$ cat src/rtl/radar_signal_conditioner.sv
// rtl/radar_signal_conditioner.sv - radar line synchroniser, glitch filter, edge pulser and USEC tick
//
// Purpose: conditions the asynchronous ARP/ACP/TRIG radar lines into single-cycle
// rising-edge strobes, generates a free-running microsecond tick and counts
// rejected (too short) input transitions.
//
// Ports:
//   S_AXIS_ACLK     PL system clock
//   S_AXIS_ARESETN  asynchronous active-low reset
//   ARP_IN/ACP_IN/TRIG_IN  raw asynchronous radar lines
//   GLITCH_CLR      synchronous clear of GLITCH_CNT (wins over increments)
//   ARP/ACP/TRIG    one-cycle pulse on accepted rising edge
//   USEC            one-cycle tick every USEC_DIV cycles
//   GLITCH_CNT      saturating count of rejected transitions
module radar_signal_conditioner #(
   parameter int         USEC_DIV   = 100,
   parameter int         FILTER_LEN = 4,
   parameter logic [2:0] ACTIVE_LOW = 3'b000,
   parameter int         GLITCH_W   = 16
) (
   input  logic                S_AXIS_ACLK,
   input  logic                S_AXIS_ARESETN,
   input  logic                ARP_IN,
   input  logic                ACP_IN,
   input  logic                TRIG_IN,
   input  logic                GLITCH_CLR,
   output logic                ARP,
   output logic                ACP,
   output logic                TRIG,
   output logic                USEC,
   output logic [GLITCH_W-1:0] GLITCH_CNT
);

   localparam int FC_W  = (FILTER_LEN > 1) ? $clog2(FILTER_LEN) : 1;
   localparam int DIV_W = $clog2(USEC_DIV);
   localparam logic [FC_W-1:0]     FC_LAST    = FC_W'(FILTER_LEN - 1);
   localparam logic [DIV_W-1:0]    DIV_LAST   = DIV_W'(USEC_DIV - 1);
   localparam logic [GLITCH_W-1:0] GLITCH_MAX = '1;

   // Channel index: 0 ARP, 1 ACP, 2 TRIG
   logic [2:0]            raw_lvl;
   logic [2:0]            sync1_q;
   logic [2:0]            sync2_q;
   logic [2:0]            lvl_q, lvl_d;
   logic [2:0][FC_W-1:0]  fcnt_q, fcnt_d;
   logic [2:0]            pulse_q, pulse_d;
   logic [2:0]            glitch;
   logic [1:0]            n_glitch;
   logic [DIV_W-1:0]      div_q, div_d;
   logic                  usec_q, usec_d;
   logic [GLITCH_W:0]     gsum;
   logic [GLITCH_W-1:0]   gcnt_q, gcnt_d;

   // Polarity is normalised before the synchroniser so everything downstream is logical level
   assign raw_lvl = {TRIG_IN, ACP_IN, ARP_IN} ^ ACTIVE_LOW;

   // A level is accepted only after it has differed from the accepted level for
   // FILTER_LEN consecutive cycles; a run that ends early is counted as a glitch.
   always_comb begin
      lvl_d   = lvl_q;
      fcnt_d  = fcnt_q;
      pulse_d = '0;
      glitch  = '0;
      for (int i = 0; i < 3; i++) begin
         if (sync2_q[i] != lvl_q[i]) begin
            if (fcnt_q[i] == FC_LAST) begin
               lvl_d[i]   = sync2_q[i];
               fcnt_d[i]  = '0;
               pulse_d[i] = sync2_q[i];
            end else begin
               fcnt_d[i] = fcnt_q[i] + 1'b1;
            end
         end else if (fcnt_q[i] != '0) begin
            fcnt_d[i] = '0;
            glitch[i] = 1'b1;
         end
      end
   end

   // Up to three glitches may land in one cycle; the extra sum bit detects saturation
   always_comb begin
      n_glitch = {1'b0, glitch[0]} + {1'b0, glitch[1]} + {1'b0, glitch[2]};
      gsum     = {1'b0, gcnt_q} + (GLITCH_W + 1)'(n_glitch);
      if (GLITCH_CLR) begin
         gcnt_d = '0;
      end else if (gsum[GLITCH_W]) begin
         gcnt_d = GLITCH_MAX;
      end else begin
         gcnt_d = gsum[GLITCH_W-1:0];
      end
   end

   always_comb begin
      usec_d = (div_q == DIV_LAST);
      div_d  = usec_d ? '0 : div_q + 1'b1;
   end

   always_ff @(posedge S_AXIS_ACLK or negedge S_AXIS_ARESETN) begin
      if (!S_AXIS_ARESETN) begin
         sync1_q <= '0;
         sync2_q <= '0;
         lvl_q   <= '0;
         fcnt_q  <= '0;
         pulse_q <= '0;
         div_q   <= '0;
         usec_q  <= 1'b0;
         gcnt_q  <= '0;
      end else begin
         sync1_q <= raw_lvl;
         sync2_q <= sync1_q;
         lvl_q   <= lvl_d;
         fcnt_q  <= fcnt_d;
         pulse_q <= pulse_d;
         div_q   <= div_d;
         usec_q  <= usec_d;
         gcnt_q  <= gcnt_d;
      end
   end

   assign ARP        = pulse_q[0];
   assign ACP        = pulse_q[1];
   assign TRIG       = pulse_q[2];
   assign USEC       = usec_q;
   assign GLITCH_CNT = gcnt_q;

endmodule

$ cat config.mk
export PLATFORM = sky130hd
export DESIGN_NAME = radar_signal_conditioner
export DESIGN_NICKNAME = d
export VERILOG_FILES = /design/src/rtl/radar_signal_conditioner.sv
export SDC_FILE = /design/constraint.sdc
export NUM_CORES = 1
export LEC_CHECK = 0
export BUFFER_PORTS_ARGS = -buffer_cell sky130_fd_sc_hd__buf_4
export CAP_MARGIN = 20
export CORE_UTILIZATION = 40
export DETAILED_ROUTE_END_ITERATION = 10
export PLACE_DENSITY_LB_ADDON = 0.2
export SLEW_MARGIN = 20
export SYNTH_ARGS = -nofsm -noshare
export SYNTH_HDL_FRONTEND = slang
export SYNTH_SLANG_ARGS = --single-unit
$ cat constraint.sdc
create_clock -name S_AXIS_ACLK -period 6.6 [get_ports S_AXIS_ACLK]
set_clock_uncertainty 0.1 [all_clocks]
set_input_delay 0.99 -clock S_AXIS_ACLK [delete_from_list [all_inputs] [get_ports S_AXIS_ACLK]]
set_output_delay 0.99 -clock S_AXIS_ACLK [all_outputs]
set_load 0.01 [all_outputs]
==> Word level (Yosys, flattened, before mapping) <==
Cells that the tools add are included.
{ "totals": {"output_inout_bits": 20, "word_cells": 59, "in_bits": 6, "ff_bits": 42} }
{ "op_classes": {"n_addsub": 7, "n_eq_ne": 7, "mux": 24, "reduce_logical": 9} }
{ "op_table": {"columns": ["op", "count"], "rows": [
  ["$mux W16", 2],
  ["$mux W2", 9],
  ["$add A16 B2 Y17", 1],
  ["$mux W1", 12],
  ["$reduce_bool A2 Y1", 6],
  ["$add A7 B1 Y7 const B", 1],
  ["$eq A7 B7 Y1 const B", 1],
  ["$mux W7", 1],
  ["$add A2 B1 Y2 const B", 3],
  ["$eq A2 B2 Y1 const B", 3],
  ["$reduce_and A2 Y1", 3],
  ["$ne A1 B1 Y1", 3],
  ["$add A1 B1 Y2", 1],
  ["$add A2 B1 Y2", 1]
]} }

==> Depth between registers and ports, before layout <==
Gate-level depths: netlist of run 1.
{ "logic_depth": {"depth_word": 8, "ltp_mapped": 12, "mapped_depth_nobuf": 10} }

==> Least setup slack after synthesis of run 1 <==
OpenSTA, ideal clock, no wires.
{ "synth_path": {"path_kind": "register -> register", "start": "reg fcnt_q[0] in the netlist's numbering", "end": "reg gcnt_q[10] (netlist: GLITCH_CNT[10])", "setup_time_ns": 0.136, "arrival_time_ns": 2.602, "synth_period_minus_slack_ns": 2.838, "required_time_ns": 6.364, "path_slack_ns": 3.762, "n_path_buf": 2, "path_stages_with_launch": 13, "path_cell_list": "dfrtp_1 inv_1 ha_1 or2_2 fa_1 inv_1 ha_1 fa_1 clkbuf_2 and3_4 nand3_4 buf_6 a21oi_1"} }
{ "synth_between": {"elab_chain_cells": 8} }
{ "synth_lines": {"columns": ["element", "line_no", "source"], "rows": [
  ["start, declared", "45", "logic [2:0][FC_W-1:0] fcnt_q, fcnt_d;"],
  ["start signal, assigned", "112", "fcnt_q <= fcnt_d;"],
  ["$reduce_bool A2 Y1", "73", "end else if (fcnt_q[i] != '0) begin"],
  ["$mux W1", "73", null],
  ["$mux W1", "65", "if (sync2_q[i] != lvl_q[i]) begin"],
  ["$add A1 B1 Y2", "82", "n_glitch = {1'b0, glitch[0]} + {1'b0, glitch[1]} + {1'b0, glitch[2]};"],
  ["$add A2 B1 Y2", "82", null],
  ["$add A16 B2 Y17", "83", "gsum = {1'b0, gcnt_q} + (GLITCH_W + 1)'(n_glitch);"],
  ["$mux W16", "86", "end else if (gsum[GLITCH_W]) begin"],
  ["$mux W16", "84", "if (GLITCH_CLR) begin"],
  ["net gcnt_d[10]", "52", "logic [GLITCH_W-1:0] gcnt_q, gcnt_d;"],
  ["end signal, assigned", "116", "gcnt_q <= gcnt_d;"],
  ["end, declared", "52", null]
]} }
The timed path passes the listed nets, and every way through them passes these cells.
A chain may end at the register's enable or synchronous reset.

==> Final worst setup path of run 1 <==
{ "layout_path": {"start": "reg fcnt_q[0] in the netlist's numbering", "end": "reg gcnt_q[14] (netlist: GLITCH_CNT[14])"} }
The elaborated chain is that of the path after synthesis.

==> results of run 1 <==
critical path: cells and delay by family (launching register included):
kind | cells | cell delay, ns
compound gates | 1 | 0.24
fa+ha+maj | 4 | 1.45
buf+inv | 2 | 0.10
flops | 1 | 0.39
simple gates | 3 | 0.61
synthesized netlist by cell type, drive strengths merged (2+ instances only):
master  instances  share of area [%]
dfrtp          42                 53
nand2          16                3.0
a21oi          15                3.8
inv            12                2.3
nor2           12                2.3
xor2           12                5.3
nand3          10                3.1
ha              9                5.6
o21ai           7                1.8
and3            6                2.1
nand4           6                1.9
xnor2           5                2.2
a31oi           3               0.94
buf             3                2.1
clkbuf          3               0.81
a21o            2               0.81
a311oi          2               0.88
and3b           2               0.88
and4            2               0.88
fa              2                2.0
mux2            2                1.1
nor3            2               0.50
or2             2               0.63
cell type report:
cell class	count	area [µm²]	area share, %
Sequential cell	42	1050	45.8
Multi-Input combinational cell	122	845	36.8
Timing Repair Buffer	25	188	8.18
Tap cell	67	83.8	3.65
Clock buffer	6	82.6	3.60
Inverter	12	45.0	1.96
layout by cell type (no fill, tap or decap), drive strengths merged:
cell     n
nor2b    1
and2b    1
nand2   16
xor2    12
a21o     2
nor4     1
nor3     2
a21oi   15
inv     12
nand3   10
and3     6
or2      2
clkbuf   6
nand4    6
mux2     2
mux2i    1
xnor2    5
buf     25
and3b    2
dfrtp   42
ha       9
a31oi    3
and4     2
o21ai    7
a311oi   2
fa       2
nor2    12
nor3b    1
report_power, final:
group / switching [µW] / internal, µW
Combinational: 114 / 90.2
Sequential: 31.8 / 295
Clock: 79.8 / 80.6
Total: 226 / 466
stage by stage:
stage | instances | instance area [µm²] | hold slack, ns
after detailed placement | 268 | 2210 | 0.239
after global routing | 274 | 2290 | 0.265
after floorplan | 182 | 2000 | 0.231
final | 274 | 2290 | 0.248
after CTS | 274 | 2290 | 0.252
after global placement | 268 | 2210 | 0.232
routing by layer:
layer	vias to the layer above	wire length (µm)
li1	665	-
met1	657	1580
met2	27	1750
met3	7	148
met4	0	76
met5	-	0
final timing paths:
| check | from | to | slack, ns | cells after the start |
|---|---|---|---|---|
| setup / recovery | fcnt_q[0]$_DFFE_PN0P_ | GLITCH_CNT[14]$_DFF_PN0_ | 3.62 | 10 |
| max in group asynchronous | S_AXIS_ARESETN | GLITCH_CNT[4]$_DFF_PN0_ | 5.46 | 1 |
| min in group asynchronous | S_AXIS_ARESETN | GLITCH_CNT[13]$_DFF_PN0_ | 0.57 | 1 |
| hold reg to reg | sync1_q[0]$_DFF_PN0_ | sync2_q[0]$_DFF_PN0_ | 0.25 | 0 |
| hold / removal | sync1_q[0]$_DFF_PN0_ | sync2_q[0]$_DFF_PN0_ | 0.25 | 0 |
| setup reg to reg | fcnt_q[0]$_DFFE_PN0P_ | GLITCH_CNT[14]$_DFF_PN0_ | 3.62 | 10 |
registers in the layout, summed over array words and instances, names as in the netlist:
name and cells:
sync2_q 3, pulse_q 3, USEC 1, lvl_q 3, fcnt_q 6, div_q 7, GLITCH_CNT 16, sync1_q 3
cells by family after synthesis:
| family | share of synthesized area [%] |
|---|---|
| flip-flops | 52.6 |
| AO/OA/AOI/OAI | 8.14 |
| buffers and inverters | 5.19 |
| multiplexers | 1.63 |
| XOR/XNOR | 7.45 |
| adder cells (fa/ha/maj) | 7.63 |
| AND/OR/NAND/NOR | 17.4 |
==> flow_metrics.py, run 1 <==
metrics = {
    "sta": {
        "maxSlewViolCount": 0,
        "tightest_slew_ns": 0.531,
        "period_minus_slack_ns": 2.98,
        "fin_crit_sh_pct": 45.2,
        "layout_setup_ws_ns": 3.62,
        "relSlewSlack_pct": 64.6,
        "final-hold-violation-count": 0,
        "rsz0062_at_grt": "false",
        "tns_ns": 0,
        "setup_viol": 0,
        "max_freq_mhz": 335,
    },
    "global_route": {
        "grt.busiest_layer": "met2",
        "grt_pass1_vias": 1356,
        "gr-usage-met2_pct": 25.2,
        "grt_use_met1_pct": 18.9,
        "grt_pass1_wl_um": 6120,
        "antenna_found_initial": 0,
        "grt_max_degree": 43,
        "grt_overflow": 0,
        "met3_usage_pct": 4.83,
        "track_usage_pct": 15.6,
    },
    "yosys": {
        "synth_ff_type": "dfrtp_1",
        "postSynthAreaPerCell_um2": 11.0,
        "async_reset_ff_share_pct": 100,
        "synth_seq_area_share_pct": 52.6,
        "synth_seq_cells": 42,
        "syn_area_mm2": 0.00200,
        "synth_warnings": 0,
        "syn_nets": 199,
        "syn_inst": 182,
        "yosysUniqueCellTypes": 34,
        "synth_edf_count": 0,
    },
    "placement": {
        "hpwl_um": 2530,
        "place_congestion": 0.784,
        "portBuffers": 25,
        "preCtsSetupSlack_ns": 3.63,
    },
    "final_layout": {
        "num-nets-final": 225,
        "drive_above_1_share_pct": 18.8,
        "fin_util_pct": 48.3,
        "nFillCells": 451,
        "areaGrowthSynthToFinish_pct": 14.8,
        "n_antenna_cell": 0,
    },
    "cts": {
        "cts_resized": 0,
        "htreeDepth": 2,
        "clkTransAtPathRegs_ns": 0.08,
        "cts_tree": "built",
        "cts_max_path_buffers": 2,
        "cts_hold_buffers": 0,
        "clkSinkCount": 42,
        "worstSkewPairLatency_ns": 0.29,
        "clk_root_buffer_cell": "clkbuf_8",
        "postCtsSetupBuffers": 0,
        "cts_buffers": 5,
    },
    "floorplan": {
        "dieArea_mm2": 0.00529,
        "initial_core_util_pct": 42.1,
        "num_rows": 25,
        "dieHeight_um": 72.7,
        "core_area_mm2": 0.00475,
        "num_io_pins": 26,
        "die_w_um": 72.7,
    },
    "worst_setup_path": {
        "cp.arrival_ns": 3.08,
        "critPathKind": "register to register",
        "cp-start-kind": "register",
        "cpMaxStageDelayCell": "fa_1",
        "slowest_delay_ns": 0.50,
        "crit_path_cell_trace": "inv_1, ha_1, or2_2, fa_1, inv_1, ha_1, fa_1, nand3_1, nor2_1, a311oi_1",
        "crit_fanout": 7,
        "required_ns": 6.70,
        "end_kind": "register",
    },
    "route": {
        "finalWirelength_um": 3560,
        "dr.first_iter.drc_count": 61,
        "wire_per_inst_um": 13.0,
        "vias": 1356,
        "drc_errors": 0,
        "via_per_inst": 4.95,
        "dr.pass1.iters": 4,
        "antenna_left": 0,
    },
    "status": {
        "outcome": "finished clean",
    },
    "pwr": {
        "finalPower_uw": 691,
        "irDropWorstVdd_v": 0.000105,
        "leakage_uw": 0.00111,
        "power_density_mw_per_mm2": 301,
    },
    "min_path": {
        "hp-class": "register to register",
    },
    "job": {
        "maxCapViolations": 0,
    },
}
(Power assumes the default switching activity.)
==> inputs of run 2 (changes only) <==
Settings changed: ABC_AREA set to 1.
Clock period 6.6 ns to 2.7 ns, I/O delays scaled along.
==> run 2 against run 1 <==
Compared with the run above: the run now ends with negative hold slack left; synthesized cell count is 25% higher; largest cell class unchanged; combinational power increased to 3.3 times the previous value; flip-flop and latch count is the same; utilization up 5.6 points; via count rose by 19%; non-clock buffer count increased by 15; critical path type unchanged; die area is 2.2% higher; largest power group unchanged; clock-buffer cell count rose by 1; cell count rose by 25%; worst hold slack worse by 0.26 ns.
==> flow_metrics.py, run 2 <==
metrics = {
    "job": {
        "maxCapViolations": 0,
    },
    "yosys": {
        "synth_top_area_share_pct": 51.4,
        "synth_seq_area_share_pct": 51.4,
        "synth_warnings": 0,
        "syn_inst": 228,
        "yosysUniqueCellTypes": 23,
        "postSynthAreaPerCell_um2": 8.97,
        "yosys-top-cells-area": "dfrtp_1, nand2_1, inv_1",
        "syn_area_mm2": 0.00204,
        "syn_nets": 245,
        "synth_ff_type": "dfrtp_1",
        "post-synth-top-count-cell": "nand2_1",
        "async_reset_ff_share_pct": 100,
        "synth_top_cell_by_area": "dfrtp_1",
        "synthTopCellsByCount": "nand2_1, dfrtp_1, inv_1",
        "synth_seq_cells": 42,
        "synth_edf_count": 0,
    },
    "global_route": {
        "grt_max_degree": 43,
        "track_usage_pct": 16.2,
        "grt_pass1_wl_um": 6630,
        "grt_overflow": 0,
        "grt_pass1_vias": 1505,
        "antenna_found_initial": 0,
    },
    "min_path": {
        "hp-class": "input pin to async pin",
    },
    "route": {
        "finalWirelength_um": 3910,
        "dr.first_iter.drc_count": 56,
        "antenna_left": 0,
        "via_per_inst": 4.71,
        "drc_errors": 0,
        "wire_per_inst_um": 11.4,
        "dr.pass1.iters": 4,
        "vias": 1611,
    },
    "pwr": {
        "leakage_uw": 0.00134,
        "finalPower_uw": 1950,
        "power_density_mw_per_mm2": 751,
        "irDropWorstVdd_v": 0.000261,
    },
    "floorplan": {
        "core_area_mm2": 0.00482,
        "die_w_um": 73.5,
        "initial_core_util_pct": 42.4,
        "dieHeight_um": 73.5,
        "num_rows": 25,
        "num_io_pins": 26,
        "dieArea_mm2": 0.00540,
    },
    "worst_setup_path": {
        "cp.arrival_ns": 2.66,
        "required_ns": 2.78,
        "cp-startpoint": "sync2_q[2]$_DFF_PN0_",
        "crit_fanout": 5,
        "critPathKind": "register to register",
        "end_kind": "register",
        "r2r-start": "sync2_q[2]$_DFF_PN0_",
        "cp-start-kind": "register",
    },
    "final_layout": {
        "layout_common_cells": "nand2_1, dfrtp_1, buf_4, inv_1, nor2_1",
        "num-nets-final": 291,
        "n_antenna_cell": 0,
        "drive_above_1_share_pct": 25.1,
        "layout_commonest_cell": "nand2_1",
        "final_cells": 342,
        "largest_reg_flops": 16,
        "areaGrowthSynthToFinish_pct": 27.0,
        "fin_util_pct": 53.9,
    },
    "cts": {
        "clk_root_buffer_cell": "clkbuf_8",
        "cts_tree": "built",
        "clkTransAtPathRegs_ns": 0.08,
        "clkSinkCount": 42,
        "cts_max_path_buffers": 2,
        "htreeDepth": 2,
        "worstSkewPairLatency_ns": 0.29,
        "cts_hold_buffers": 0,
        "cts_buffers": 5,
    },
    "status": {
        "outcome": "finished, violations left",
        "violations": "negative hold slack",
    },
    "sta": {
        "final-hold-violation-count": 17,
        "tightest_slew_ns": 0.534,
        "max_freq_mhz": 387,
        "relSlewSlack_pct": 64.4,
        "fin_crit_sh_pct": 95.7,
        "period_minus_slack_ns": 2.58,
        "setup_viol": 0,
        "rsz0062_at_grt": "true",
        "maxSlewViolCount": 0,
        "whs_ns": -0.0134,
    },
    "placement": {
        "place_congestion": 0.801,
        "hpwl_um": 2640,
        "portBuffers": 25,
        "dp.cells": 322,
    },
}
==> run 2: cell types whose count changed after synthesis, moves of 3 or more <==
cell	change
xor2_1	-6
and3_1	-5
nand4_1	-3
o22ai_1	+3
nor2_1	+6
nand2_1	+33
nand3_1	+6
a21oi_1	-3
a31oi_1	-3
inv_1	+28
==> run 2: stage by stage <==
stage | TNS (ns) | worst slack (ns) | instance area (µm²)
4_1_cts | 0 | 0.00987 | 2470
5_1_grt | -0.197 | -0.0521 | 2600
3_5_place_dp | -0.188 | -0.0580 | 2340
2_1_floorplan | 0 | 0.0292 | 2050
6_report | 0 | 0.116 | 2600
3_3_place_gp | 0 | 0.0362 | 2340
==> run 2: worst paths after layout <==
check / to / slack, ns / cells after the start
worst max-delay path: GLITCH_CNT[10]$_DFF_PN0_ / 0.12 / 12
worst min-delay path: sync2_q[2]$_DFF_PN0_ / -0.01 / 1
worst max register to register: GLITCH_CNT[10]$_DFF_PN0_ / 0.12 / 12
worst min register to register: sync2_q[0]$_DFF_PN0_ / 0.25 / 0
max in group asynchronous: fcnt_q[3]$_DFFE_PN0P_ / 2.14 / 1
min in group S_AXIS_ACLK: sync1_q[1]$_DFF_PN0_ / 0.11 / 1
==> run 2: worst max-delay path, stage by stage (launching register included) <==
cell and delay [ns]:
dfrtp_1 0.41, xnor2_2 0.21, nand2_2 0.08, fa_1 0.51, inv_1 0.05, ha_2 0.19
fa_2 0.37, nand2_2 0.10, nor2_4 0.06, buf_6 0.12, nand2_2 0.05, xor2_1 0.14
a21oi_1 0.08
==> run 2: timing repair <==
item | CTS | global route
pin swaps | 1 | 7
cloned | 0 | 1
setup buffers | 3 | 8
setup endpoints to repair | 8 | 16
gates resized for setup | 1 | 19
==> run 2: cells by family after synthesis <==
kind of cell | Yosys count | synth area share (%)
buffers and inverters | 42 | 8.08
and+or+nand+nor | 95 | 20.9
xor gates and xnor gates | 12 | 5.14
AOI/OAI and AO/OA | 26 | 6.98
DFF | 42 | 51.4
adders and majority gates | 11 | 7.47
==> run 2: layout make-up <==
class / instances / area [µm²]
Fill cell: 455 / 2220
Timing Repair Buffer: 40 / 312
Tap cell: 67 / 83.8
Multi-Input combinational cell: 145 / 893
Clock inverter: 1 / 30.0
Clock buffer: 7 / 76.3
Inverter: 40 / 150
Sequential cell: 42 / 1050
==> run 2: layer usage <==
| metal | GRT usage, % | wire [µm] |
|---|---|---|
| met5 | 0 | 0 |
| met4 | 7.26 | 74 |
| met3 | 4.25 | 160 |
| met2 | 25.4 | 1840 |
| met1 | 21.1 | 1840 |
==> run 2: report_power, final <==
part	internal (µW)	switching (µW)
logic	330	337
registers	722	74.1
clock network	277	209
==> inputs of run 3 (changes only) <==
Settings changed: PLACE_DENSITY_LB_ADDON 0.2 to 0.3, TNS_END_PERCENT set to 30.
Clock period 2.7 ns to 2.8 ns, I/O delays scaled along.
==> run 3 against run 2 <==
Compared with the run above: maximum frequency fell by 2.0%; combinational power fell by 13%; the run still ends with negative hold slack left; sequential share of layout area rose by 2.0 points; routed wire length fell by 3.6%; total power fell by 10%; worst setup slack improved by 0.048 ns; cell count fell by 2.3%; design area fell by 4.8%; non-clock buffer count fell by 7; via count fell by 2.9%; utilization fell by 2.6 points.
==> flow_metrics.py, run 3 (synthesized netlist as in run 2, its figures left out) <==
metrics = {
    "sta": {
        "tightest_slew_ns": 0.528,
        "maxSlewViolCount": 0,
        "fin_crit_sh_pct": 94.1,
        "rsz0062_at_grt": "false",
        "final-hold-violation-count": 3,
        "tns_ns": 0,
        "whs_ns": -0.00143,
        "relSlewSlack_pct": 64.8,
        "max_freq_mhz": 379,
        "setup_viol": 0,
        "period_minus_slack_ns": 2.64,
    },
    "route": {
        "vias": 1565,
        "dr.first_iter.drc_count": 80,
        "antenna_left": 0,
        "drc_errors": 0,
        "wire_per_inst_um": 11.3,
        "dr.pass1.iters": 4,
        "finalWirelength_um": 3770,
        "via_per_inst": 4.69,
    },
    "placement": {
        "portBuffers": 25,
        "place_congestion": 0.788,
        "hpwl_um": 2690,
    },
    "pwr": {
        "clockPowerShare_pct": 23.4,
        "irDropWorstVdd_v": 0.000237,
        "sw_frac_of_total_pct": 33.7,
        "power.net_switching_uw": 590,
        "seqPwrFrac_pct": 43.5,
        "power_frac_comb_pct": 33.1,
        "internal_power_uw": 1160,
        "power_density_mw_per_mm2": 708,
        "leakage_uw": 0.00128,
    },
    "worst_setup_path": {
        "cp.arrival_ns": 2.73,
        "regToRegEndpoint": "GLITCH_CNT[9]$_DFF_PN0_",
        "required_ns": 2.89,
        "crit_path_frequent_cell": "inv_1",
        "reg2regPathDepth": 15,
        "cpMaxStageDelayCell": "fa_1",
        "regToRegSetupSlack_ns": 0.16,
        "crit_fanout": 6,
        "crit_family": "adder cells",
        "cp-start-kind": "register",
        "critical_path_buf_inv_count": 5,
        "critPathKind": "register to register",
        "r2r-start": "fcnt_q[0]$_DFFE_PN0P_",
        "end_kind": "register",
        "crit_path_cell_trace": "inv_1, ha_1, inv_1, nand2_1, fa_1, inv_1, ha_4, fa_2, nand2_2, nor2_4, nand4_4, buf_4, nand3_1, nand2_1, inv_1",
        "slowest_delay_ns": 0.51,
    },
    "job": {
        "maxCapViolations": 0,
    },
    "global_route": {
        "antenna_found_initial": 0,
        "grt_pass1_wl_um": 6670,
        "grt_pass1_vias": 1571,
        "grt_overflow": 0,
        "track_usage_pct": 16.5,
        "grt_max_degree": 43,
    },
    "cts": {
        "clk_root_buffer_cell": "clkbuf_8",
        "cts_tree": "built",
        "clkSinkCount": 42,
        "cts_buffers": 5,
        "clkTransAtPathRegs_ns": 0.08,
        "worstSkewPairLatency_ns": 0.29,
        "cts_hold_buffers": 0,
        "cts_max_path_buffers": 2,
        "htreeDepth": 2,
    },
    "floorplan": {
        "die_w_um": 73.5,
        "num_io_pins": 26,
        "dieArea_mm2": 0.00540,
        "core_area_mm2": 0.00482,
        "dieHeight_um": 73.5,
        "num_rows": 25,
        "initial_core_util_pct": 42.4,
    },
    "final_layout": {
        "areaGrowthSynthToFinish_pct": 20.9,
        "layout_commonest_cell": "nand2_1",
        "largest_reg_flops": 16,
        "drive_above_1_share_pct": 18.4,
        "n_antenna_cell": 0,
        "layout_common_cells": "nand2_1, dfrtp_1, inv_1, buf_4, nor2_1",
        "num-nets-final": 283,
        "nFillCells": 448,
    },
    "min_path": {
        "hp-class": "input pin to async pin",
    },
    "status": {
        "violations": "negative hold slack",
        "outcome": "finished, violations left",
    },
}
==> run 3: changes by cell type in the layout (fill, tap and decap cells not counted), sizes merged <==
cell	before	now
clkinv	0	1
clkinvlp	0	1
nand4	5	4
buf	40	33
clkbuf	7	6
bufinv	1	0
==> run 3: area by class of cell <==
type | instances | area (µm²) | share of cell area [%]
clock buffers | 6 | 82.6 | 3.34
clock inverters | 2 | 12.5 | 0.506
inverters | 40 | 150 | 6.08
multi-input cells | 144 | 843 | 34.1
flip-flops and latches | 42 | 1050 | 42.5
well taps | 67 | 83.8 | 3.39
repair buffers | 33 | 248 | 10.0
==> run 3: worst max path at each step <==
stage / startpoint / to / slack (ns) / depth (start not counted)
3_3_place_gp: fcnt_q[1]$_DFFE_PN0P_ / GLITCH_CNT[11]$_DFF_PN0_ / 0.11 / 14
4_1_cts: fcnt_q[1]$_DFFE_PN0P_ / GLITCH_CNT[11]$_DFF_PN0_ / 0.04 / 14
6_report: fcnt_q[0]$_DFFE_PN0P_ / GLITCH_CNT[9]$_DFF_PN0_ / 0.16 / 15
5_1_grt: fcnt_q[0]$_DFFE_PN0P_ / GLITCH_CNT[9]$_DFF_PN0_ / 0.01 / 15
3_5_place_dp: fcnt_q[0]$_DFFE_PN0P_ / GLITCH_CNT[11]$_DFF_PN0_ / 0.06 / 14
2_1_floorplan: lvl_q[0]$_DFFE_PN0P_ / GLITCH_CNT[9]$_DFF_PN0_ / 0.09 / 13
==> run 3: per-stage QoR <==
stage          power [µW]  setup WS, ns  std cells  instance area, µm²  utilization (%)
6_report             1750         0.164        334                2470             51.3
5_1_grt              1900        0.0144        334                2470             51.3
4_1_cts              1720        0.0427        329                2420             50.2
3_5_place_dp         1310        0.0624        321                2320             48.2
3_3_place_gp         1280         0.109        321                2320             48.2
2_1_floorplan        1140        0.0915        228                2040                -
==> run 3: routing by layer <==
layer / vias up / part of all wire, % / wire [µm] / global-route usage, %
met1: 744 / 48 / 1800 / 20.6
met4: 0 / 2.1 / 81 / 8.12
met5: - / 0 / 0 / 0
met2: 22 / 46 / 1750 / 26.6
li1: 793 / - / - / -
met3: 6 / 3.8 / 143 / 4.12
==> run 3: power by group through the flow <==
stage	registers (µW)	logic (µW)	clock network, µW
final	762	579	409
after global routing	774	674	451
after CTS	764	535	425
after detailed placement	773	533	0
after global placement	773	511	0
after floorplan	769	366	0
==> run 3: repair_timing <==
action                     in CTS  in global routing
buffers inserted                0                  5
hold endpoints to repair        0                  0
setup endpoints to repair       0                 13
gates resized for setup         0                  3
==> run 3: worst reg2reg max path, cell delays in order, from the launching register on <==
cell	delay, ns
dfrtp_1	0.35
inv_1	0.07
ha_1	0.21
inv_1	0.05
nand2_1	0.06
fa_1	0.51
inv_1	0.06
ha_4	0.17
fa_2	0.39
nand2_2	0.10
nor2_4	0.05
nand4_4	0.09
buf_4	0.14
nand3_1	0.07
nand2_1	0.06
inv_1	0.04
